===== src/rtl/serial_addsub_pkg.sv =====
// Shared types and sizing helpers for the serial adder/subtractor.
// Latency: n/a (package only).
// Backpressure: n/a (package only).
package serial_addsub_pkg;

    typedef enum logic [1:0] {
        IDLE = 2'd0,
        RUN  = 2'd1,
        DONE = 2'd2
    } state_t;

    localparam int DEF_WIDTH = 16;
    localparam int DEF_CHUNK = 4;

    // Number of RUN cycles needed to sweep an operand of the given width.
    function automatic int chunk_count(input int width, input int chunk);
        return width / chunk;
    endfunction

endpackage


===== src/rtl/addsub_chunk.sv =====
// CHUNK-bit ripple slice of full-adder cells.
// Latency: combinational.
// Backpressure: none.
module addsub_chunk #(
    parameter int CHUNK = 4
) (
    input  logic [CHUNK-1:0] a,
    input  logic [CHUNK-1:0] b,
    input  logic             ci,
    output logic [CHUNK-1:0] s,
    output logic             co,
    output logic             cmsb
);

    logic [CHUNK:0] c;

    assign c[0] = ci;

    for (genvar i = 0; i < CHUNK; i++) begin : g_bit
        full_adder u_fa (
            .a  (a[i]),
            .b  (b[i]),
            .ci (c[i]),
            .s  (s[i]),
            .co (c[i+1])
        );
    end

    assign co   = c[CHUNK];
    // Carry into the slice MSB; only meaningful for the top slice's overflow.
    assign cmsb = c[CHUNK-1];

endmodule


===== src/rtl/full_adder.sv =====
// Single-bit full-adder cell.
// Latency: combinational.
// Backpressure: none.
module full_adder (
    input  logic a,
    input  logic b,
    input  logic ci,
    output logic s,
    output logic co
);

    assign s  = a ^ b ^ ci;
    assign co = (a & b) | (ci & (a ^ b));

endmodule


===== src/rtl/serial_addsub.sv =====
// Multi-cycle add/subtract, CHUNK bits per clock through one ripple slice.
// Latency: N = WIDTH/CHUNK cycles from accept to out_valid.
// Backpressure: result held in DONE until out_ready; no input accepted until then.
module serial_addsub
    import serial_addsub_pkg::*;
#(
    parameter int WIDTH = DEF_WIDTH,
    parameter int CHUNK = DEF_CHUNK
) (
    input  logic             clk,
    input  logic             rst,
    input  logic             in_valid,
    output logic             in_ready,
    input  logic [WIDTH-1:0] a,
    input  logic [WIDTH-1:0] b,
    input  logic             cin,
    input  logic             sub,
    output logic             out_valid,
    input  logic             out_ready,
    output logic [WIDTH-1:0] sum,
    output logic             cout,
    output logic             ovf
);

    localparam int N  = chunk_count(WIDTH, CHUNK);
    localparam int IW = (N > 1) ? $clog2(N) : 1;
    localparam logic [IW-1:0] LAST = IW'(N - 1);

    if (CHUNK < 1 || (WIDTH % CHUNK) != 0) begin : g_bad_cfg
        $error("serial_addsub: WIDTH must be a positive multiple of CHUNK");
    end

    state_t           state;
    logic [WIDTH-1:0] a_q;
    logic [WIDTH-1:0] b_q;
    logic             carry;
    logic [IW-1:0]    idx;
    int               base;

    logic [CHUNK-1:0] sl_a;
    logic [CHUNK-1:0] sl_b;
    logic [CHUNK-1:0] sl_s;
    logic             sl_co;
    logic             sl_cmsb;

    assign base = int'(idx) * CHUNK;
    assign sl_a = a_q[base +: CHUNK];
    assign sl_b = b_q[base +: CHUNK];

    addsub_chunk #(.CHUNK(CHUNK)) u_chunk (
        .a    (sl_a),
        .b    (sl_b),
        .ci   (carry),
        .s    (sl_s),
        .co   (sl_co),
        .cmsb (sl_cmsb)
    );

    assign in_ready  = (state == IDLE);
    assign out_valid = (state == DONE);

    always_ff @(posedge clk or posedge rst) begin
        if (rst) begin
            state <= IDLE;
            a_q   <= '0;
            b_q   <= '0;
            carry <= 1'b0;
            idx   <= '0;
            sum   <= '0;
            cout  <= 1'b0;
            ovf   <= 1'b0;
        end else begin
            case (state)
                IDLE: begin
                    if (in_valid) begin
                        // Subtract as a + ~b + ~cin so borrow-in maps onto carry-in.
                        a_q   <= a;
                        b_q   <= sub ? ~b : b;
                        carry <= sub ? ~cin : cin;
                        idx   <= '0;
                        sum   <= '0;
                        state <= RUN;
                    end
                end
                RUN: begin
                    sum[base +: CHUNK] <= sl_s;
                    carry              <= sl_co;
                    if (idx == LAST) begin
                        cout  <= sl_co;
                        ovf   <= sl_cmsb ^ sl_co;
                        state <= DONE;
                    end else begin
                        idx <= idx + IW'(1);
                    end
                end
                DONE: begin
                    if (out_ready) begin
                        state <= IDLE;
                    end
                end
                default: state <= IDLE;
            endcase
        end
    end

endmodule

===== config.mk =====
export PLATFORM = sky130hd
export DESIGN_NAME = serial_addsub
export DESIGN_NICKNAME = d
export VERILOG_FILES = /design/src/rtl/serial_addsub_pkg.sv /design/src/rtl/addsub_chunk.sv /design/src/rtl/full_adder.sv /design/src/rtl/serial_addsub.sv
export SDC_FILE = /design/constraint.sdc
export NUM_CORES = 1
export LEC_CHECK = 0
export ABC_AREA = 1
export CAP_MARGIN = 20
export CORE_ASPECT_RATIO = 1.2
export CORE_MARGIN = 5
export CORE_UTILIZATION = 50
export DETAILED_ROUTE_END_ITERATION = 8
export GPL_TIMING_DRIVEN = 0
export MAX_ROUTING_LAYER = met4
export PLACE_DENSITY_LB_ADDON = 0.12
export SETUP_SLACK_MARGIN = 0.1
export SYNTH_ARGS = -nofsm -noshare
export SYNTH_HDL_FRONTEND = slang
export SYNTH_SLANG_ARGS = --single-unit

===== constraint.sdc =====
create_clock -name clk -period 7.5 [get_ports clk]
set_input_delay 1.125 -clock clk [delete_from_list [all_inputs] [get_ports clk]]
set_output_delay 1.125 -clock clk [all_outputs]
set_load 0.01 [all_outputs]

==> Yosys cells after proc, flatten, opt, wreduce, memory -nomap -nowiden <==
Index checks and enable logic that the tools add are counted.
{ "totals": {"register_bits": 55} }
{ "classes": {"n_bitwise": 23, "addsub": 2, "muxes": 14, "reduce_logical": 7, "shifts": 4, "n_eq_ne": 7} }
{ "ops": {"columns": ["op", "n"], "rows": [
  ["negator 4 -> 33 bit", 1],
  ["variable shift 4 x 33 -> 16 bit (first input constant)", 1],
  ["indexed part select 4 x 33 -> 16 bit", 1],
  ["two-way mux 16 bit", 2],
  ["case mux 16 bit (2 select lines)", 1],
  ["indexed part select 16 x 5 -> 4 bit", 2],
  ["bitwise mux 16 bit", 1],
  ["NOT 16 bit", 1],
  ["two-way mux 2 bit", 5],
  ["bitwise XOR 1 bit", 9],
  ["bitwise AND 1 bit", 8],
  ["!= test 2 bit (second input constant)", 3],
  ["case mux 2 bit (3 select lines)", 1],
  ["AND reduction 2 bit", 3],
  ["AND reduction 3 bit", 2],
  ["== test 2 bit (second input constant)", 2],
  ["OR 1 bit", 4],
  ["case mux 2 bit (2 select lines)", 1],
  ["adder 2 x 1 -> 2 bit (second input constant)", 1],
  ["== test 2 x 1 -> 1 bit (second input constant)", 1],
  ["logical NOT 2 bit", 1],
  ["two-way mux 1 bit", 2],
  ["!= test 2 x 1 -> 1 bit (second input constant)", 1],
  ["case mux 1 bit (2 select lines)", 1],
  ["2 further kinds", 2]
]} }

==> Longest topological paths before layout <==
Gate-level depths: netlist of the first run.
{ "depth": {"word_depth": 12, "depth_mapped": 16, "depth_no_buf": 15} }

==> Cells and area by module <==
A second synthesis of the first run with hierarchy kept.
{ "hier_totals": {"cells_unflattened": 328, "hier_area_um2": 2801.4} }
{ "modules_own_cells": {"columns": ["mod", "seq_area_each_um2", "area_each_um2", "cells_per_inst", "n_inst"], "rows": [
  ["serial_addsub", 1376.3, 2721.4, 324, 1],
  ["full_adder", 0.0, 20.0, 1, 4]
]} }

==> Least setup slack after synthesis of the first run <==
No wires, ideal clock.
{ "synth_timing": {"kind": "register to register", "startpoint": "register idx[0]", "endpoint": "register sum[15]", "setup_ns": 0.117, "period_less_slack_ns": 2.873, "arrival_time_ns": 2.757, "path_stages_with_launch": 17, "setup_slack_ns": 4.627, "cell_sequence": "dfrtp_1 > inv_1 > clkbuf_1 > nand2_1 > nand3_1 > nand2_1 > fa_1 > inv_1 > fa_1 > inv_1 > fa_1 > inv_1 > fa_1 > nand2_1 > nor2_1 > nand2_1 > nand2_1"} }
{ "synth_between": {"elab_chain_cells": 12, "word_cells_on_any_way": 24, "classes_between": "add/sub (1); shift (4); mux (2); bitwise (17)"} }
{ "synth_rtl": {"columns": ["element", "line_no", "source"], "rows": [
  ["start, declared", "serial_addsub.sv:37", "logic [IW-1:0] idx;"],
  ["start signal, assigned", "serial_addsub.sv:93", "idx <= idx + IW'(1);"],
  ["indexed part select 16 x 5 -> 4 bit, on equally long branches", "serial_addsub.sv:47, serial_addsub.sv:48", null],
  ["bitwise XOR 1 bit", "full_adder.sv:12, full_adder.sv:13", null],
  ["bitwise AND 1 bit", "full_adder.sv:13", "assign co = (a & b) | (ci & (a ^ b));"],
  ["OR 1 bit", "full_adder.sv:13", null],
  ["bitwise AND 1 bit", "full_adder.sv:13", null],
  ["OR 1 bit", "full_adder.sv:13", null],
  ["bitwise AND 1 bit", "full_adder.sv:13", null],
  ["OR 1 bit", "full_adder.sv:13", null],
  ["bitwise XOR 1 bit", "full_adder.sv:12", "assign s = a ^ b ^ ci;"],
  ["indexed part select 4 x 33 -> 16 bit", "serial_addsub.sv:86", "sum[base +: CHUNK] <= sl_s;"],
  ["bitwise mux 16 bit (*)", "serial_addsub.sv:86", null],
  ["case mux 16 bit (2 select lines) (*)", "serial_addsub.sv:73", "case (state)"],
  ["end signal, assigned by index", "serial_addsub.sv:86", null],
  ["end, declared", "serial_addsub.sv:20", "output logic [WIDTH-1:0] sum,"]
]} }
Every way passes the cells marked *; elsewhere a longest branch is shown, timed or not.
A chain may end at the register's enable or synchronous reset.

==> Worst setup path after layout of the first run <==
Same ends and word-level chain as after synthesis.

==> results of run 1 <==
sequential cells by signal (all words and copies together) (netlist names):
register  flops
a_q          16
idx           2
b_q          16
carry         1
cout          1
state         2
sum          16
ovf           1
layout make-up:
| cell class | count | share of cell area, % |
|---|---|---|
| Buffer | 16 | 3.41 |
| Clock buffer | 6 | 2.23 |
| Sequential cell | 55 | 37.2 |
| Clock inverter | 1 | 0.135 |
| Inverter | 29 | 3.01 |
| Timing Repair Buffer | 57 | 15.7 |
| Tap cell | 80 | 2.70 |
| Multi-Input combinational cell | 266 | 35.7 |
logic make-up after synthesis:
family | share of synthesized area (%)
adders and majority gates | 4.86
and+or+nand+nor | 32.2
DFF | 46.9
xor gates and xnor gates | 5.07
AOI/OAI and AO/OA | 2.90
buffers and inverters | 8.10
how the worst max path moves through the flow:
stage                     startpoint  endpoint  slack (ps)  cells past startpoint
final                         idx[0]   sum[15]        4150                     16
after global routing          idx[1]   sum[15]        3930                     15
after CTS                     idx[1]   sum[15]        4140                     15
after detailed placement      idx[0]   sum[15]        4160                     16
after global placement           rst    b_q[6]        4040                      2
after floorplan               idx[0]   sum[15]        4630                     16
stage by stage:
step / hold slack [ps] / worst slack, ps
after floorplan: 449 / 4630
after global placement: 460 / 4040
after detailed placement: 465 / 4160
after CTS: 489 / 4140
after global routing: 504 / 3930
final: 487 / 4150
worst max-delay path: cells and delay by family, from the launching register on:
family,cells,cell delay (ps)
buffers and inverters,5,810
DFF,1,440
and+or+nand+nor,7,640
adders and majority gates,4,1370
layer usage:
metal	vias to the layer above	global-route usage, %	wire length (um)
met4	0	7.04	150
met3	13	4.22	310
met5	-	-	0
met2	57	33.4	3320
met1	1104	22.7	2670
li1	1248	-	-
Yosys cell counts:
| master | instances | area, um2 |
|---|---|---|
| xnor2_1 | 1 | 8.76 |
| ha_1 | 5 | 62.6 |
| o21ai_0 | 4 | 20.0 |
| buf_2 | 2 | 10.0 |
| nand2_4 | 1 | 11.3 |
| clkinv_1 | 1 | 3.75 |
| nand3_2 | 3 | 30.0 |
| inv_2 | 1 | 3.75 |
| dfrtp_1 | 55 | 1380 |
| nand4_1 | 2 | 12.5 |
| o211ai_1 | 8 | 60.1 |
| clkbuf_1 | 4 | 15.0 |
| nor3_1 | 2 | 10.0 |
| buf_6 | 7 | 78.8 |
| nand3_1 | 31 | 155 |
| o21ai_1 | 1 | 5.00 |
| fa_1 | 4 | 80.1 |
| nand2_1 | 173 | 649 |
| inv_4 | 1 | 6.26 |
| inv_1 | 26 | 97.6 |
| nor2_8 | 1 | 20.0 |
| xor2_1 | 16 | 140 |
| buf_4 | 3 | 22.5 |
| nor2_2 | 1 | 6.26 |
| nor2_1 | 13 | 48.8 |
placed cells by master, fill, tap and decap left out, types with 5 or more instances in the layout:
| cell type | Yosys | routed |
|---|---|---|
| nand2_1 | 173 | 173 |
| clkdlybuf4s50_1 | 0 | 56 |
| dfrtp_1 | 55 | 55 |
| nand3_1 | 31 | 31 |
| inv_1 | 26 | 25 |
| xor2_1 | 16 | 16 |
| nor2_1 | 13 | 13 |
| o211ai_1 | 8 | 8 |
| buf_6 | 7 | 7 |
| clkbuf_8 | 0 | 6 |
| ha_1 | 5 | 5 |
power by group:
part,leakage (nW),switching (W),total (W),internal (W)
clock,0.0470,0.0000942,0.000167,0.0000727
sequential,0.704,0.0000704,0.000495,0.000424
combinational,1.19,0.000501,0.000846,0.000345
total,1.94,0.000666,0.00151,0.000842
==> results.sh, run 1 <==
export IMPL_outcome="completed"
export IMPL_cts_tree="done"
export IMPL_wl_per_cell_um=12.6
export IMPL_synth_warnings=0
export IMPL_timing_rr_end="sum[15]"
export IMPL_multiInputGateArea_mm2=0.00132
export IMPL_critical_path_class="flop to flop"
export IMPL_port_buffers=56
export IMPL_cp_required_ps=7720
export IMPL_regArea_mm2=0.00138
export IMPL_ant_nets=0
export IMPL_drt_total_wl_um=6450
export IMPL_grt_overflow=0
export IMPL_fin_tns_setup_ps=0
export IMPL_synth_nets=413
export IMPL_postCtsSetupBuffers=0
export IMPL_power_density_mw_per_mm2=407
export IMPL_crit_top_cell="nand2_1"
export IMPL_final_fill_count=531
export IMPL_final_util_pct=65.3
export IMPL_ys_seq_area_share_pct=46.9
export IMPL_skew_ps=7.74
export IMPL_clock_sinks=55
export IMPL_avgViaCountPerCell=4.75
export IMPL_start_util_pct=51.8
export IMPL_p_leak_nw=1.94
export IMPL_die_area_mm2=0.00751
export IMPL_reg2reg_from="idx[0]"
export IMPL_io_pins=58
export IMPL_initialDrtViolationCount=114
export IMPL_holdBufCountCts=0
export IMPL_drive_above_1_share_pct=6.74
export IMPL_root_buffer="clkbuf_8"
export IMPL_final_cell_area_mm2=0.00370
export IMPL_placed_cells=503
export IMPL_finalCritPeriodShare_pct=44.7
export IMPL_fp_dieH_um=93.9
export IMPL_period_minus_slack_ps=3350
export IMPL_cts_buffers=5
export IMPL_antenna_found_initial=0
export IMPL_dr_pass1_iters=4
export IMPL_finalPower_w=0.00151
export IMPL_crit_chain="inv_1 -> clkbuf_1 -> nand2_1 -> nand3_1 -> nand2_1 -> fa_1 -> inv_1 -> fa_1 -> inv_1 -> fa_1 -> inv_1 -> fa_1 -> nand2_1 -> nor2_1 -> nand2_1 -> nand2_1"
export IMPL_crit_slowest_cell="clkbuf_1"
export IMPL_dp_hpwl_um=4920
export IMPL_htree_levels=2
export IMPL_fmax_mhz=298
export IMPL_std_cell_rows=30
export IMPL_chipWidth_um=79.9
export IMPL_synth_area_per_cell_um2=8.02
export IMPL_syn_inst=366
export IMPL_synth_seq_cells=55
export IMPL_maxSlewViolCount=0
export IMPL_tightest_slew_ps=578
export IMPL_clock_latency_ps=320
export IMPL_syn_area_mm2=0.00293
export IMPL_dpl_cell_area_mm2=0.00361
export IMPL_path_max_fanout=11
export IMPL_grt_use_total_pct=19.6
export IMPL_drc=0
export IMPL_vias=2422
export IMPL_antenna_cells=0
export IMPL_peakVddDrop_v=0.000180
export IMPL_setup_viol=0
export IMPL_clockBufferDepth=2
export IMPL_worstPathArrival_ps=3570
export IMPL_slew_headroom_pct=61.5
export IMPL_grt_pass1_wl_um=11100
export IMPL_holdPathStages=2
export IMPL_max_stage_delay_ps=470
export IMPL_end_kind="flop"
export IMPL_min_from="b_q[0]"
export IMPL_hold_end="b_q[0]"
export IMPL_stdcell_count=510
export IMPL_cap_violations=0
export IMPL_cp_start_kind="flop"
export IMPL_reg2regPathDepth=16
export IMPL_ff2ff_setup_slack_ps=4150
export IMPL_place_congestion=0.914
export IMPL_rsz0062_at_grt="no"
export IMPL_cts_resized=0
export IMPL_fin_nets=477
export IMPL_syn2layout_area_growth_pct=26.2
export IMPL_ys_types=25
export IMPL_hp_class="flop to flop"
export IMPL_clkTransAtPathRegs_ps=90
export IMPL_fp_coreArea_mm2=0.00567
export IMPL_first_global_vias=2445
export IMPL_grt_max_degree=42
export IMPL_hold_viol=0
Note: power is estimated with default switching activity, not from simulation.
==> run 2: changes to the inputs <==
Clock period 7.5 ns to 3.5 ns, I/O delays scaled along.
==> run 2 against run 1 <==
Critical path type unchanged. Clock-buffer cell count is the same. Largest power group unchanged. Global-route usage is the same. Highest routed layer unchanged. Clock power grew 110%. Critical endpoint unchanged. Fmax grew 5.8%. Setup slack lost 3800 ps.
==> results.sh, run 2 (synthesis results as in run 1) <==
export IMPL_antenna_found_initial=0
export IMPL_ant_nets=0
export IMPL_outcome="completed"
export IMPL_period_minus_slack_ps=3170
export IMPL_drc=0
export IMPL_crit_slowest_cell="fa_1"
export IMPL_cts_tree="done"
export IMPL_grt_use_total_pct=19.6
export IMPL_final_cell_mix="nand2_1 (173), clkdlybuf4s50_1 (56), dfrtp_1 (55)"
export IMPL_end_kind="flop"
export IMPL_ff2ff_setup_slack_ps=330
export IMPL_drive_above_1_share_pct=8.10
export IMPL_peakVddDrop_v=0.000384
export IMPL_fin_tns_setup_ps=0
export IMPL_final_common_cell="nand2_1"
export IMPL_grt_overflow=0
export IMPL_dp_slack_ps=159
export IMPL_cp_num_buf_inv=5
export IMPL_fp_coreArea_mm2=0.00567
export IMPL_place_congestion=0.914
export IMPL_port_buffers=56
export IMPL_grtUsageMet1_pct=22.7
export IMPL_p_leak_nw=1.95
export IMPL_grt_max_degree=42
export IMPL_pwr_share_clk_pct=11.0
export IMPL_maxSlewViolCount=0
export IMPL_fmax_mhz=316
export IMPL_dp_hpwl_um=4920
export IMPL_fp_dieH_um=93.9
export IMPL_largestRegisters="a_q x16, b_q x16, sum x16"
export IMPL_dpl_cell_area_mm2=0.00361
export IMPL_grtUsageMet2_pct=33.4
export IMPL_start_util_pct=51.8
export IMPL_hp_class="primary input to async pin"
export IMPL_cp_required_ps=3720
export IMPL_clock_latency_ps=320
export IMPL_fin_nets=479
export IMPL_rsz0062_at_grt="no"
export IMPL_antenna_cells=0
export IMPL_combinationalPowerShare_pct=56.4
export IMPL_grt_pass1_wl_um=11100
export IMPL_worstPathArrival_ps=3390
export IMPL_chipWidth_um=79.9
export IMPL_clock_sinks=55
export IMPL_clkTransAtPathRegs_ps=100
export IMPL_initialDrtViolationCount=129
export IMPL_final_util_pct=65.7
export IMPL_setup_viol=0
export IMPL_post_route_worst_setup_slack_ps=333
export IMPL_wl_per_cell_um=12.7
export IMPL_grtUsageMet3_pct=4.22
export IMPL_max_stage_delay_ps=430
export IMPL_clockBufferDepth=2
export IMPL_p_int_w=0.00182
export IMPL_path_delay_family="adder cells"
export IMPL_path_max_fanout=10
export IMPL_tightest_slew_ps=447
export IMPL_hold_viol=0
export IMPL_io_pins=58
export IMPL_cts_buffers=5
export IMPL_cap_violations=0
export IMPL_swShare_pct=44.0
export IMPL_power_density_mw_per_mm2=873
export IMPL_final_fill_count=525
export IMPL_htree_levels=2
export IMPL_first_global_vias=2445
export IMPL_busiest_layer="met2"
export IMPL_power_switching_w=0.00143
export IMPL_die_area_mm2=0.00751
export IMPL_syn2layout_area_growth_pct=27.0
export IMPL_critical_path_class="flop to flop"
export IMPL_seqPwrFrac_pct=32.6
export IMPL_slew_headroom_pct=70.2
export IMPL_dr_pass1_iters=4
export IMPL_finalCritPeriodShare_pct=90.5
export IMPL_final_cell_area_mm2=0.00372
export IMPL_root_buffer="clkbuf_8"
export IMPL_skew_ps=8.25
export IMPL_finalPower_w=0.00325
export IMPL_vias=2416
export IMPL_std_cell_rows=30
export IMPL_avgViaCountPerCell=4.72
export IMPL_drt_total_wl_um=6500
export IMPL_cp_start_kind="flop"
export IMPL_crit_chain="buf_2 -> clkinvlp_4 -> nand3_1 -> nand2_1 -> fa_1 -> inv_1 -> fa_1 -> inv_1 -> fa_1 -> inv_1 -> fa_1 -> nand2_1 -> nor2_1 -> nand2_1 -> nand2_1"
## run 2: cell types whose count changed in the layout (fill, tap and decap cells not counted), sizes merged
cell / delta
buf: +2
clkinvlp: +1
clkinv: -1
## run 2: layout make-up
class	count	area, um2	area share (%)
Timing Repair Buffer	59	596	16.0
Clock buffer	6	82.6	2.22
Inverter	29	115	3.09
Clock inverter	1	5.00	0.134
Multi-Input combinational cell	266	1320	35.4
Sequential cell	55	1380	36.9
Tap cell	80	100	2.69
Buffer	16	130	3.49
## run 2: final timing paths
path,from,endpoint,depth (start not counted)
hold reg to reg,a_q[8],a_q[8],2
hold / removal,rst,sum[5],2
setup reg to reg,idx[1],sum[15],15
min in group clk,a_q[8],a_q[8],2
max in group asynchronous,rst,b_q[3],3
setup / recovery,idx[1],sum[15],15
## run 2: worst reg2reg max path, stage by stage, from the launching register on
cell and delay (ps):
dfrtp_1 410, buf_2 270, clkinvlp_4 230, nand3_1 130
nand2_1 90, fa_1 390, inv_1 80, fa_1 160
inv_1 50, fa_1 400, inv_1 90, fa_1 430
nand2_1 130, nor2_1 70, nand2_1 90, nand2_1 50
## run 2: what timing repair did
item | 4_1_cts | 5_1_grt
setup buffers | 0 | 2
gates resized for setup | 0 | 7
endpoints found under the setup margin | 0 | 3
hold buffers | 0 | 0
## run 2: metal layers
metal | vias to the layer above | wire length (um)
li1 | 1252 | -
met2 | 48 | 3400
met5 | - | 0
met1 | 1103 | 2670
met4 | 0 | 148
met3 | 13 | 277
## run 2: power groups by stage
stage | clock, W | combinational (W) | sequential (W)
after floorplan | 0 | 0.00124 | 0.00107
after global placement | 0 | 0.00178 | 0.00106
after detailed placement | 0 | 0.00182 | 0.00107
after CTS | 0.000366 | 0.00183 | 0.00106
after global routing | 0.000399 | 0.00209 | 0.00109
final | 0.000358 | 0.00183 | 0.00106
## run 2: stage by stage
stage | hold WS, ps | cells
2_1_floorplan | 449 | 366
3_3_place_gp | 460 | 502
3_5_place_dp | 465 | 503
4_1_cts | 477 | 510
5_1_grt | 490 | 512
6_report | 468 | 512
